[src/rtl/encod_pkg.sv]
// Shared types, widths and popcount helper for the sequential 8-to-3 encoder.
// Pure package: no logic, no latency, no flow control.
package encod_pkg;

  localparam int VEC_W = 8;
  localparam int IDX_W = 3;
  localparam int CNT_W = 4;

  typedef enum logic {
    IDLE = 1'b0,
    EMIT = 1'b1
  } state_e;

  function automatic logic [CNT_W-1:0] popcount(input logic [VEC_W-1:0] v);
    logic [CNT_W-1:0] cnt;
    cnt = '0;
    for (int i = 0; i < VEC_W; i++) begin
      cnt = cnt + CNT_W'(v[i]);
    end
    return cnt;
  endfunction

endpackage

[src/rtl/encod_prio8.sv]
// Combinational 8:3 priority encoder returning the chosen index and the vector with it cleared.
// Zero latency; no flow control (pure function of vec).
module encod_prio8
  import encod_pkg::*;
#(
  parameter bit MSB_FIRST = 1'b0
) (
  input  logic [VEC_W-1:0] vec,
  output logic [IDX_W-1:0] idx,
  output logic             any,
  output logic [VEC_W-1:0] clr
);

  // Later loop iterations override earlier ones, so the walk direction picks the winner.
  always_comb begin
    idx = '0;
    any = |vec;
    if (MSB_FIRST) begin
      for (int i = 0; i < VEC_W; i++) begin
        if (vec[i]) idx = IDX_W'(i);
      end
    end else begin
      for (int i = VEC_W - 1; i >= 0; i--) begin
        if (vec[i]) idx = IDX_W'(i);
      end
    end
    clr = vec & ~(VEC_W'(1) << idx);
  end

endmodule

[src/rtl/encod_scan.sv]
// Accepts a multi-hot vector and emits one set-bit index per beat; first beat the cycle after accept.
// Output stalls hold all state; a new vector is taken on the same edge as the last beat leaves.
module encod_scan
  import encod_pkg::*;
#(
  parameter bit MSB_FIRST = 1'b0
) (
  input  logic             clk,
  input  logic             rst_n,
  input  logic             in_valid,
  output logic             in_ready,
  input  logic [VEC_W-1:0] in_vec,
  output logic             out_valid,
  input  logic             out_ready,
  output logic [IDX_W-1:0] out_idx,
  output logic             out_last,
  output logic             out_zero,
  output logic [CNT_W-1:0] out_total
);

  state_e           state_q, state_d;
  logic [VEC_W-1:0] rem_q, rem_d;
  logic [IDX_W-1:0] idx_q, idx_d;
  logic             last_q, last_d;
  logic             zero_q, zero_d;
  logic [CNT_W-1:0] total_q, total_d;

  logic             xfer;
  logic             accept;
  logic [VEC_W-1:0] enc_in;
  logic [IDX_W-1:0] enc_idx;
  logic             enc_any;
  logic [VEC_W-1:0] enc_clr;

  assign out_valid = (state_q == EMIT);
  assign xfer      = out_valid & out_ready;
  assign in_ready  = (state_q == IDLE) | (xfer & last_q);
  assign accept    = in_valid & in_ready;

  // One shared encoder: fresh vector on accept, otherwise the remaining bits.
  assign enc_in = accept ? in_vec : rem_q;

  encod_prio8 #(.MSB_FIRST(MSB_FIRST)) u_prio (
    .vec (enc_in),
    .idx (enc_idx),
    .any (enc_any),
    .clr (enc_clr)
  );

  always_comb begin
    state_d = state_q;
    rem_d   = rem_q;
    idx_d   = idx_q;
    last_d  = last_q;
    zero_d  = zero_q;
    total_d = total_q;
    if (accept) begin
      state_d = EMIT;
      rem_d   = enc_clr;
      idx_d   = enc_idx;
      total_d = popcount(in_vec);
      last_d  = (total_d <= CNT_W'(1));
      zero_d  = ~enc_any;
    end else if (xfer) begin
      if (!last_q) begin
        rem_d  = enc_clr;
        idx_d  = enc_idx;
        last_d = ~|enc_clr;
      end else begin
        state_d = IDLE;
      end
    end
  end

  always_ff @(posedge clk) begin
    if (!rst_n) begin
      state_q <= IDLE;
      rem_q   <= '0;
      idx_q   <= '0;
      last_q  <= 1'b0;
      zero_q  <= 1'b0;
      total_q <= '0;
    end else begin
      state_q <= state_d;
      rem_q   <= rem_d;
      idx_q   <= idx_d;
      last_q  <= last_d;
      zero_q  <= zero_d;
      total_q <= total_d;
    end
  end

  assign out_idx   = idx_q;
  assign out_last  = last_q;
  assign out_zero  = zero_q;
  assign out_total = total_q;

endmodule

[config.mk]
export PLATFORM = sky130hd
export DESIGN_NAME = encod_scan
export DESIGN_NICKNAME = d
export VERILOG_FILES = /design/src/rtl/encod_pkg.sv /design/src/rtl/encod_prio8.sv /design/src/rtl/encod_scan.sv
export SDC_FILE = /design/constraint.sdc
export NUM_CORES = 1
export LEC_CHECK = 0
export ABC_AREA = 1
export BUFFER_PORTS_ARGS = -buffer_cell sky130_fd_sc_hd__buf_4
export CAP_MARGIN = 15
export CORE_MARGIN = 2
export CORE_UTILIZATION = 40
export CTS_CLUSTER_SIZE = 16
export DETAILED_ROUTE_END_ITERATION = 6
export GPL_ROUTABILITY_DRIVEN = 1
export RECOVER_POWER = 25
export SKIP_CTS_REPAIR_TIMING = 1
export SLEW_MARGIN = 20
export SYNTH_ARGS = -nofsm -noshare
export SYNTH_HDL_FRONTEND = slang
export SYNTH_SLANG_ARGS = --single-unit
[constraint.sdc]
create_clock -name clk -period 9.5 [get_ports clk]
set_input_delay 1.9 -clock clk [delete_from_list [all_inputs] [get_ports clk]]
set_output_delay 1.9 -clock clk [all_outputs]
set_load 0.005 [all_outputs]
==> run_results.csv <==
group,metric,value,unit
sta,finalCritPeriodShare,46.6,%
yosys,yosysSeqAreaShare,28.6,%
worst_setup_path,worstPathArrival,4670,ps
floorplan,die_w,60.1,um
clocking,path_clk_slew,100,ps
grt,antenna_found_initial,0,
floorplan,die_h,60.1,um
detailed_routing,vias,1109,
grt,grt_overflow,0,
clocking,cts_buffers,3,
yosys,synth_area_per_cell,7.54,um2
detailed_routing,drt_iter0_drc,48,
detailed_routing,finalWirelength,2730,um
worst_setup_path,critPathKind,"in -> reg",
clocking,clock_path_buffers,2,
detailed_routing,drc_errors,0,
yosys,syn-cell-area,1260,um2
yosys,synth_area_leader_cell,"dfxtp_1",
outcome,outcome,"finished clean",
grt,grt_pass1_wl,4670,um
detailed_routing,ant_nets,0,
yosys,synth.lib_cells_used.distinct,26,
sta,hold_ws,474,ps
cells_and_area,area_growth,16.2,%
placed_design,io_buffers,22,
sta,period_needed,4430,ps
grt,grt_usage,17.7,%
sta,setup_viol,0,
worst_setup_path,critPathCaptureType,"flop",
sta,finalSetupTns,0,ps
flow_run,drv_cap,0,
clocking,clkLatencyLatePin,310,ps
pwr,power.density,158,nW/um2
cells_and_area,final_cells,232,
cells_and_area,fin_nets,208,
clocking,ctsHtreeMaxLevel,1,
clocking,cts_tree,"built",
sta,finalMaxSlewViolations,0,
sta,timing.fmax,226,MHz
sta,maxSlewHeadroom,61.5,%
placed_design,routabilityCongestion,0.818,
pwr,ir_worst_vdd,93.9,uV
floorplan,rows,20,
pwr,cellLeakagePower,0.722,nW
worst_setup_path,critPathLaunchType,"input pin",
detailed_routing,viasPerCell,4.78,
floorplan,io_pins,23,
floorplan,fp.dieArea,3620,um2
clocking,clock_sinks,18,
sta,tightest_slew,576,ps
yosys,synth_area_leaders,"dfxtp_1 (29%), nand2_1 (9.8%), inv_1 (6.9%)",
yosys,synth-seq-cells,18,
sta,final.setup_skew,12.7,ps
sta,rsz0062_at_grt,"false",
cells_and_area,num_antenna_cells,0,
cells_and_area,final_cell_mix,"nand2_1 (34), inv_1 (23), dfxtp_1 (18)",
yosys,synthCells,167,
cells_and_area,final_common_cell,"nand2_1",
yosys,synth_nets,186,
pwr,total_power,0.231,mW
yosys,synth_top_area_share,28.6,%
placed_design,dpl.cell_count,228,
floorplan,start_util,41.6,%
cells_and_area,final_util,48.3,%
clocking,root_buffer,"clkbuf_4",
detailed_routing,wl_per_cell,11.8,um
cells_and_area,drive_gt1_share,28.2,%
sta,hold_viol_final,0,
grt,grt_pass1_vias,1059,
worst_setup_path,cp.required,9750,ps
grt,grt_max_degree,22,
worst_setup_path,cp_max_fo,2,
floorplan,coreArea,3030,um2
hold_path,hold_class,"reg -> reg",
yosys,yosysWarnings,0,
detailed_routing,firstDrtPassIters,4,
placed_design,dpl.hpwl,2130,um
==> cell type report <==
cell class | count | area, um2
Multi-Input combinational cell | 119 | 749
Clock buffer | 4 | 36.3
Inverter | 24 | 90.1
Fill cell | 320 | 1560
Tap cell | 44 | 55.1
Sequential cell | 18 | 360
Timing Repair Buffer | 23 | 173
==> kinds of logic (layout without fill, tap and decap cells) <==
group,count (synthesis),after routing,synth area share (%)
AND/OR/NAND/NOR,78,78,36.0
AO/OA/AOI/OAI,33,33,14.0
buffers and inverters,30,51,11.3
flip-flops,18,18,28.6
adder cells (fa/ha/maj),7,7,9.34
XOR/XNOR,1,1,0.695
==> flip-flops by register name (all words and copies together) (netlist names) <==
signal,cells
out_idx,3
out_last,1
out_total,4
out_valid,1
out_zero,1
rem_q,8
==> Yosys cell counts <==
| cell | instances |
|---|---|
| buf_8 | 2 |
| nor2_4 | 2 |
| nor3b_2 | 1 |
| inv_2 | 1 |
| nand3_2 | 2 |
| nor2_1 | 9 |
| o21ai_0 | 15 |
| a21oi_2 | 2 |
| nand2_2 | 10 |
| nor2_2 | 2 |
| a31o_1 | 1 |
| buf_6 | 1 |
| ha_1 | 3 |
| nand2_4 | 5 |
| nand2_1 | 33 |
| xor2_1 | 1 |
| dfxtp_1 | 18 |
| clkbuf_1 | 3 |
| nor3b_1 | 1 |
| nand3b_4 | 2 |
| nand4_1 | 2 |
| nand3_1 | 7 |
| a21oi_1 | 15 |
| fa_1 | 4 |
| inv_1 | 23 |
| nand3b_1 | 2 |
==> critical path, cell delays in order <==
cell and delay, ps:
buf_4 120, fa_1 530, inv_1 50, fa_1 450, fa_1 500, inv_1 40, ha_1 200, fa_1 380
xor2_1 170, o21ai_0 140, nand3_1 100, a21oi_2 100
==> metal layers <==
layer / GRT usage (%) / up-vias / part of all wire [%] / routed length (um)
li1: - / 577 / - / -
met1: 21.6 / 505 / 44 / 1200
met2: 30.3 / 23 / 51 / 1390
met3: 5.19 / 4 / 4.0 / 108
met4: 4.76 / 0 / 1.1 / 29
met5: 0 / - / 0 / 0
==> through the flow <==
stage / cell area, um2 / setup WS [ps]
detailed placement: 1440 / 4760
finish: 1460 / 5070
global placement: 1440 / 4770
floorplan: 1260 / 4980
global route: 1460 / 4950
CTS: 1470 / 5070
==> final timing paths <==
| kind | start | endpoint | slack, ps | depth (start not counted) |
|---|---|---|---|---|
| worst max-delay path | in_vec[0] | out_last$_SDFFE_PN0P_ | 5070 | 12 |
| worst min-delay path | out_total[3]$_SDFFE_PN0P_ | out_total[3]$_SDFFE_PN0P_ | 470 | 2 |
| worst max register to register | out_last$_SDFFE_PN0P_ | out_last$_SDFFE_PN0P_ | 7210 | 14 |
| worst min register to register | out_total[3]$_SDFFE_PN0P_ | out_total[3]$_SDFFE_PN0P_ | 470 | 2 |
==> power breakdown <==
group	switching, mW	internal [mW]	leakage [nW]
registers	0.00519	0.0843	0.149
clock network	0.0266	0.0234	0.0210
logic	0.0538	0.0374	0.553
total	0.0857	0.145	0.722
No activity file was read; power rests on OpenSTA's default activity.
